[src/rtl/mem_stage_sramlike_pkg.sv]
// Shared definitions for the EX/MEM/WB pipeline: access sizes, MEM-stage states, reset PC.
package mem_stage_sramlike_pkg;

   localparam logic [1:0] SZ_B = 2'd0;
   localparam logic [1:0] SZ_H = 2'd1;
   localparam logic [1:0] SZ_W = 2'd2;

   localparam logic [31:0] RESET_PC_DEFAULT = 32'h1c000000;

   typedef enum logic [2:0] {
      StIdle,
      StReq,
      StWait,
      StHold,
      StDrain
   } mem_state_e;

endpackage

[src/rtl/mem_stage_sramlike_if.sv]
// Split-transaction SRAM-like data bus: request handshake on addr_ok, response on data_ok.
interface mem_stage_sramlike_if;
   logic        data_req;
   logic        data_wr;
   logic [1:0]  data_size;
   logic [31:0] data_addr;
   logic [3:0]  data_wstrb;
   logic [31:0] data_wdata;
   logic        data_addr_ok;
   logic        data_data_ok;
   logic [31:0] data_rdata;

   modport master (
      output data_req, data_wr, data_size, data_addr, data_wstrb, data_wdata,
      input  data_addr_ok, data_data_ok, data_rdata
   );

   modport slave (
      input  data_req, data_wr, data_size, data_addr, data_wstrb, data_wdata,
      output data_addr_ok, data_data_ok, data_rdata
   );
endinterface

[src/rtl/mem_lane_align.sv]
// Byte-lane helper: store strobes/replicated data, alignment check, load lane extraction.
module mem_lane_align
   import mem_stage_sramlike_pkg::*;
(
   input  logic [1:0]  req_size,
   input  logic [1:0]  req_off,
   input  logic [31:0] req_wsrc,
   output logic [3:0]  wstrb,
   output logic [31:0] wdata,
   output logic        misaligned,
   input  logic [1:0]  rsp_size,
   input  logic [1:0]  rsp_off,
   input  logic        rsp_unsigned,
   input  logic [31:0] rdata,
   output logic [31:0] load_data
);

   logic [15:0] lane;

   always_comb begin
      wstrb      = 4'b1111;
      wdata      = req_wsrc;
      misaligned = 1'b0;
      case (req_size)
         SZ_B: begin
            wstrb = 4'b0001 << req_off;
            wdata = {4{req_wsrc[7:0]}};
         end
         SZ_H: begin
            wstrb      = 4'b0011 << req_off;
            wdata      = {2{req_wsrc[15:0]}};
            misaligned = req_off[0];
         end
         default: misaligned = (req_off != 2'b00);
      endcase
   end

   assign lane = 16'(rdata >> {rsp_off, 3'b000});

   always_comb begin
      load_data = rdata;
      case (rsp_size)
         SZ_B:    load_data = {{24{~rsp_unsigned & lane[7]}}, lane[7:0]};
         SZ_H:    load_data = {{16{~rsp_unsigned & lane[15]}}, lane[15:0]};
         default: load_data = rdata;
      endcase
   end

endmodule

[src/rtl/mem_stage_sramlike.sv]
// MEM pipeline stage driving a split-transaction SRAM-like bus, with flush and response draining.
module mem_stage_sramlike
   import mem_stage_sramlike_pkg::*;
#(
   parameter logic [31:0] RESET_PC   = RESET_PC_DEFAULT,
   parameter int unsigned DEST_W     = 5,
   parameter int unsigned WAIT_CNT_W = 8
) (
   input  logic                  clk,
   input  logic                  resetn,
   input  logic                  flush,
   input  logic                  in_valid,
   output logic                  in_ready,
   input  logic [31:0]           in_pc,
   input  logic [31:0]           in_result,
   input  logic                  in_mem_en,
   input  logic                  in_mem_we,
   input  logic [1:0]            in_size,
   input  logic                  in_unsigned,
   input  logic [31:0]           in_rkd,
   input  logic                  in_gr_we,
   input  logic [DEST_W-1:0]     in_dest,
   output logic                  out_valid,
   input  logic                  out_ready,
   output logic [31:0]           out_pc,
   output logic [31:0]           out_result,
   output logic                  out_gr_we,
   output logic [DEST_W-1:0]     out_dest,
   output logic                  out_ale,
   mem_stage_sramlike_if.master  bus,
   output logic [WAIT_CNT_W-1:0] wait_cycles
);

   mem_state_e state_q, state_d, accept_state;
   logic       kill_q, kill_d;
   logic [WAIT_CNT_W-1:0] wait_d;

   logic [31:0] addr_q, wdata_q;
   logic [3:0]  wstrb_q;
   logic [1:0]  size_q;
   logic        we_q, uns_q;

   logic        accept, capture, misaligned, req_active;
   logic [3:0]  wstrb_new;
   logic [31:0] wdata_new, load_data;

   mem_lane_align u_align (
      .req_size     (in_size),
      .req_off      (in_result[1:0]),
      .req_wsrc     (in_rkd),
      .wstrb        (wstrb_new),
      .wdata        (wdata_new),
      .misaligned   (misaligned),
      .rsp_size     (size_q),
      .rsp_off      (addr_q[1:0]),
      .rsp_unsigned (uns_q),
      .rdata        (bus.data_rdata),
      .load_data    (load_data)
   );

   assign in_ready     = ((state_q == StIdle) || (state_q == StHold && out_ready)) && !flush;
   assign accept       = in_valid && in_ready;
   assign accept_state = (in_mem_en && !misaligned) ? StReq : StHold;
   assign out_valid    = (state_q == StHold);
   assign req_active   = (state_q == StReq);

   // Bus outputs are gated so they read as zero whenever no request is pending.
   assign bus.data_req   = req_active;
   assign bus.data_wr    = req_active & we_q;
   assign bus.data_size  = req_active ? size_q  : 2'b00;
   assign bus.data_addr  = req_active ? addr_q  : 32'h0;
   assign bus.data_wstrb = req_active ? wstrb_q : 4'h0;
   assign bus.data_wdata = req_active ? wdata_q : 32'h0;

   always_comb begin
      state_d = state_q;
      kill_d  = kill_q;
      capture = 1'b0;
      wait_d  = wait_cycles;
      unique case (state_q)
         StIdle: if (accept) state_d = accept_state;
         StHold: begin
            if (flush)          state_d = StIdle;
            else if (out_ready) state_d = accept ? accept_state : StIdle;
         end
         StReq: begin
            // A flush seen while the request is pending must survive until addr_ok.
            kill_d = kill_q | flush;
            if (bus.data_addr_ok) begin
               if (kill_q || flush) begin
                  state_d = bus.data_data_ok ? StIdle : StDrain;
               end else begin
                  state_d = bus.data_data_ok ? StHold : StWait;
                  capture = bus.data_data_ok;
               end
            end
         end
         StWait: begin
            if (bus.data_data_ok) begin
               state_d = flush ? StIdle : StHold;
               capture = !flush;
            end else if (flush) begin
               state_d = StDrain;
            end
         end
         StDrain: if (bus.data_data_ok) state_d = StIdle;
         default: state_d = StIdle;
      endcase
      if (accept) kill_d = 1'b0;
      if (accept && accept_state == StReq) begin
         wait_d = '0;
      end else if ((state_q == StReq || state_q == StWait) && wait_cycles != '1) begin
         wait_d = wait_cycles + WAIT_CNT_W'(1);
      end
   end

   always_ff @(posedge clk or negedge resetn) begin
      if (!resetn) begin
         state_q     <= StIdle;
         kill_q      <= 1'b0;
         wait_cycles <= '0;
         out_pc      <= RESET_PC;
         out_result  <= 32'h0;
         out_gr_we   <= 1'b0;
         out_dest    <= '0;
         out_ale     <= 1'b0;
         addr_q      <= 32'h0;
         wdata_q     <= 32'h0;
         wstrb_q     <= 4'h0;
         size_q      <= 2'b00;
         we_q        <= 1'b0;
         uns_q       <= 1'b0;
      end else begin
         state_q     <= state_d;
         kill_q      <= kill_d;
         wait_cycles <= wait_d;
         if (accept) begin
            out_pc     <= in_pc;
            out_result <= in_result;
            out_gr_we  <= in_gr_we && !(in_mem_en && misaligned);
            out_dest   <= in_dest;
            out_ale    <= in_mem_en && misaligned;
            addr_q     <= in_result;
            wdata_q    <= wdata_new;
            wstrb_q    <= wstrb_new;
            size_q     <= in_size;
            we_q       <= in_mem_we;
            uns_q      <= in_unsigned;
         end
         if (capture && !we_q) out_result <= load_data;
      end
   end

endmodule

[src/flat_wrapper.sv]
// flat-port wrapper written by rule: the top's interface ports become plain ports
module mem_stage_sramlike_flat import mem_stage_sramlike_pkg::*;
#(
   parameter logic [31:0] RESET_PC   = RESET_PC_DEFAULT,
   parameter int unsigned DEST_W     = 5,
   parameter int unsigned WAIT_CNT_W = 8
)
  (clk, resetn, flush, in_valid, in_ready, in_pc, in_result, in_mem_en, in_mem_we, in_size, in_unsigned, in_rkd, in_gr_we, in_dest, out_valid, out_ready, out_pc, out_result, out_gr_we, out_dest, out_ale, wait_cycles, bus_data_req, bus_data_wr, bus_data_size, bus_data_addr, bus_data_wstrb, bus_data_wdata, bus_data_addr_ok, bus_data_data_ok, bus_data_rdata);
  mem_stage_sramlike_if bus_i ();
  input  logic clk;
  input  logic resetn;
  input  logic flush;
  input  logic in_valid;
  output logic in_ready;
  input  logic [31:0] in_pc;
  input  logic [31:0] in_result;
  input  logic in_mem_en;
  input  logic in_mem_we;
  input  logic [1:0] in_size;
  input  logic in_unsigned;
  input  logic [31:0] in_rkd;
  input  logic in_gr_we;
  input  logic [DEST_W-1:0] in_dest;
  output logic out_valid;
  input  logic out_ready;
  output logic [31:0] out_pc;
  output logic [31:0] out_result;
  output logic out_gr_we;
  output logic [DEST_W-1:0] out_dest;
  output logic out_ale;
  output logic [WAIT_CNT_W-1:0] wait_cycles;
  output wire logic [$bits(bus_i.data_req)-1:0] bus_data_req;
  output wire logic [$bits(bus_i.data_wr)-1:0] bus_data_wr;
  output wire logic [$bits(bus_i.data_size)-1:0] bus_data_size;
  output wire logic [$bits(bus_i.data_addr)-1:0] bus_data_addr;
  output wire logic [$bits(bus_i.data_wstrb)-1:0] bus_data_wstrb;
  output wire logic [$bits(bus_i.data_wdata)-1:0] bus_data_wdata;
  input wire logic [$bits(bus_i.data_addr_ok)-1:0] bus_data_addr_ok;
  input wire logic [$bits(bus_i.data_data_ok)-1:0] bus_data_data_ok;
  input wire logic [$bits(bus_i.data_rdata)-1:0] bus_data_rdata;
  assign bus_data_req = bus_i.data_req;
  assign bus_data_wr = bus_i.data_wr;
  assign bus_data_size = bus_i.data_size;
  assign bus_data_addr = bus_i.data_addr;
  assign bus_data_wstrb = bus_i.data_wstrb;
  assign bus_data_wdata = bus_i.data_wdata;
  assign bus_i.data_addr_ok = bus_data_addr_ok;
  assign bus_i.data_data_ok = bus_data_data_ok;
  assign bus_i.data_rdata = bus_data_rdata;
  mem_stage_sramlike #(.RESET_PC(RESET_PC), .DEST_W(DEST_W), .WAIT_CNT_W(WAIT_CNT_W)) u_core (.clk(clk), .resetn(resetn), .flush(flush), .in_valid(in_valid), .in_ready(in_ready), .in_pc(in_pc), .in_result(in_result), .in_mem_en(in_mem_en), .in_mem_we(in_mem_we), .in_size(in_size), .in_unsigned(in_unsigned), .in_rkd(in_rkd), .in_gr_we(in_gr_we), .in_dest(in_dest), .out_valid(out_valid), .out_ready(out_ready), .out_pc(out_pc), .out_result(out_result), .out_gr_we(out_gr_we), .out_dest(out_dest), .out_ale(out_ale), .bus(bus_i), .wait_cycles(wait_cycles));
endmodule
[config.mk]
export PLATFORM = sky130hd
export DESIGN_NAME = mem_stage_sramlike_flat
export DESIGN_NICKNAME = d
export VERILOG_FILES = /design/src/rtl/mem_stage_sramlike_pkg.sv /design/src/rtl/mem_stage_sramlike_if.sv /design/src/rtl/mem_lane_align.sv /design/src/rtl/mem_stage_sramlike.sv /design/src/flat_wrapper.sv
export SDC_FILE = /design/constraint.sdc
export NUM_CORES = 1
export LEC_CHECK = 0
export ABC_CLOCK_PERIOD_IN_PS = 1600
export BUFFER_PORTS_ARGS = -buffer_cell sky130_fd_sc_hd__buf_2
export CORE_ASPECT_RATIO = 0.75
export CORE_MARGIN = 5
export CORE_UTILIZATION = 45
export CTS_CLUSTER_DIAMETER = 40
export CTS_CLUSTER_SIZE = 20
export DETAILED_ROUTE_END_ITERATION = 8
export PLACE_DENSITY = 0.82
export SYNTH_ARGS = -nofsm -noshare
export SYNTH_HDL_FRONTEND = slang
export SYNTH_SLANG_ARGS = --single-unit
[constraint.sdc]
create_clock -name clk -period 1.6 [get_ports clk]
set_input_delay 0.16 -clock clk [delete_from_list [all_inputs] [get_ports clk]]
set_output_delay 0.16 -clock clk [all_outputs]
set_load 0.02 [all_outputs]
==> impl_metrics.yaml <==
logic_synthesis:
  synth_flop_cell: "dfrtp_1"
  synth_warnings: 0
  async_flop_share_pct: 100
  synth-edff-count: 0
  syn_area_mm2: 0.00770
  postSynthAreaPerCell_um2: 8.69
  synth_cell_types: 46
  synthCells: 886
  seq_area_frac_synth_pct: 50.4
  syn-num-nets: 1033
  ys_ff_latch: 155
cells_and_area:
  final_cell_mix: "223 x buf_2, 171 x nand2_1, 150 x dfrtp_1"
  final_cell_area_mm2: 0.0142
  area_growth_pct: 84.1
  fillers: 810
  nNetsFinal: 1514
  fin_cells: 1596
  final_common_cell: "buf_2"
  drive_above_1_share_pct: 55.8
worst_setup_path:
  cp_max_fo: 24
  arrival_ps: 2350
  path_class: "register to register"
  cp_num_buf_inv: 3
  critPathRequiredTime_ps: 1920
  crit_path_max_incr_delay_ps: 430
  worst_path_most_repeated_cell: "buf_12"
  worstSetupEndpointType: "register"
  crit_path_start_kind: "register"
  critical_path.top_delay_family: "compound AO/OA/AOI/OAI gates"
  slowest_stage: "dfrtp_1"
  r2r_slack_ps: -430
  cp_cell_sequence: "buf_4, nor3b_4, o211ai_1, a211o_4, buf_12, buf_12, a32oi_1"
run_status:
  violations: "setup timing"
  outcome: "finished, violations left"
floorplanning:
  coreArea_mm2: 0.0168
  die_x_um: 161
  ioPinCount: 299
  die_y_um: 123
  die_area_mm2: 0.0198
  start_util_pct: 45.7
  rows: 41
power:
  switchingPower_uw: 11900
  p_leak_uw: 0.00697
  combPwrFrac_pct: 57.3
  power.share.sequential_pct: 28.0
  clkPwrFrac_pct: 14.7
  internal_power_uw: 15200
  switching_share_pct: 43.9
  peakVddDrop_mv: 1.37
  pwr_density_cell_mw_per_mm2: 1910
drt:
  wl_um: 37800
  postRouteAntennaNets: 0
  drc: 0
  wire_per_inst_um: 23.7
  dr.pass1.iters: 5
  drt_iter0_drc: 921
  num_vias: 9381
  via_per_inst: 5.88
timing:
  grt_setup_unrepaired: "true"
  fmax_mhz: 493
  setup_tns_ps: -61320
  fin_crit_sh_pct: 127
  final_max_slew_viol_count: 0
  finalHoldViolations: 0
  skew_ps: 18.7
  tightest_slew_ps: 606
  relSlewSlack_pct: 59.6
  setup_viol: 229
  worst_slack_ps: -429
  period_needed_ps: 2030
global_route:
  grt_usage_pct: 30.4
  antenna_found_initial: 1
  gr-total-overflow: 0
  grt_max_degree: 53
  grt_pass1_wl_um: 47900
  grt_pass1_vias: 8835
placed_design:
  numPortBuffers: 298
  place_congestion: 0.944
  place_inst: 1411
  pre_cts_slack_ps: -327
  dp_hpwl_um: 18600
  place_area_mm2: 0.00993
cts:
  clk_pin_slew_worst_paths_ps: 70
  cts_tree: "built"
  clock_path_buffers: 2
  clkLatencyLatePin_ps: 430
  cts_root_buffer: "clkbuf_16"
  clkSinkCount: 155
  h-tree-depth: 4
  cts_made_buffers: 17
run:
  cap_violations: 0
min_path:
  hold_path_class: "input pin to register"
-- per-layer routing --
metal / vias up / global-route usage [%] / share of wire, %
met1: 4532 / 39.2 / 37
met2: 728 / 49.9 / 47
li1: 3934 / - / -
met5: - / 0 / 0
met4: 0 / 11.1 / 4.9
met3: 187 / 8.13 / 10
-- cell usage after synthesis (7+ instances only) --
master	n	area (µm²)
dfrtp_1	152	3800
buf_2	27	135
nor2b_1	11	68.8
nand3_1	7	35.0
a31oi_1	19	119
a22oi_1	7	52.6
mux2_2	7	78.8
a21oi_1	39	195
and2_1	72	450
o21ai_0	44	220
inv_1	7	26.3
nor2_1	39	146
o211ai_1	7	52.6
a32oi_1	16	140
mux2i_1	34	340
clkbuf_1	28	105
nand2_1	313	1170
-- cell type report --
cell class	instances	area [µm²]	share of cell area, %
Sequential cell	155	3880	27.4
Antenna cell	2	5.00	0.0353
Tap cell	215	269	1.90
Timing Repair Buffer	522	4580	32.4
Inverter	7	31.3	0.221
Multi-Input combinational cell	664	4830	34.1
Clock buffer	20	447	3.15
Clock inverter	11	113	0.795
-- cells by family (layout without fill, tap and decap cells) --
family,after synthesis,count (layout),synth area share [%]
compound gates,155,156,12.9
flops,155,155,50.4
other cells,0,2,0
mux,42,42,5.74
fa+ha+maj,1,1,0.163
xor+xnor,6,6,0.683
buf+inv,69,560,4.29
simple gates,458,459,25.8
-- sequential cells by signal, indices dropped and copies added (netlist names), 2 cells and up --
signal and count:
u_core.wstrb_q 4, u_core.size_q 2, u_core.out_pc 32, u_core.out_dest 5, u_core.state_q 3, u_core.addr_q 32, u_core.wait_cycles 8, u_core.wdata_q 32
u_core.out_result 32
-- power groups by stage --
stage                     combinational, µW  sequential (µW)  clock (µW)
final                                 15500             7580        3970
after floorplan                        4820             7820           0
after global placement                 9380             6820           0
after detailed placement               9620             6870           0
after CTS                             12100             6900        3940
after global routing                  16300             7710        4160
-- metrics by stage --
step	total power, µW	utilization [%]	hold WS (ps)
final	27100	84.2	6.79
after global routing	28200	84.2	6.37
after CTS	22900	74.3	1.62
after detailed placement	16500	59.0	107
after global placement	16200	59.0	106
after floorplan	12600	-	-136
-- tightest hold or removal path, cell delays in order --
cell and delay, ps:
buf_2 70, a21oi_1 60, o21ai_2 100
-- path summary, 6_finish.rpt --
kind	from	endpoint	cells past startpoint
min reg2reg	u_core.wdata_q[18]	u_core.wdata_q[18]	2
max in group asynchronous	resetn	u_core.out_result[0]	3
min	in_rkd[27]	u_core.wdata_q[27]	3
min in group asynchronous	resetn	u_core.wdata_q[25]	2
max reg2reg	u_core.state_q[1]	u_core.out_result[26]	7
max	u_core.state_q[1]	u_core.out_result[26]	7
-- what timing repair did --
action / in CTS / in global routing
gates resized for setup: 256 / 322
hold buffers: 74 / 1
endpoints found under the hold margin: 110 / 1
setup buffers: 29 / 28
cloned: 9 / 20
pin swaps: 18 / 182
setup endpoints to repair: 217 / 228
No activity file was read; power rests on OpenSTA's default activity.
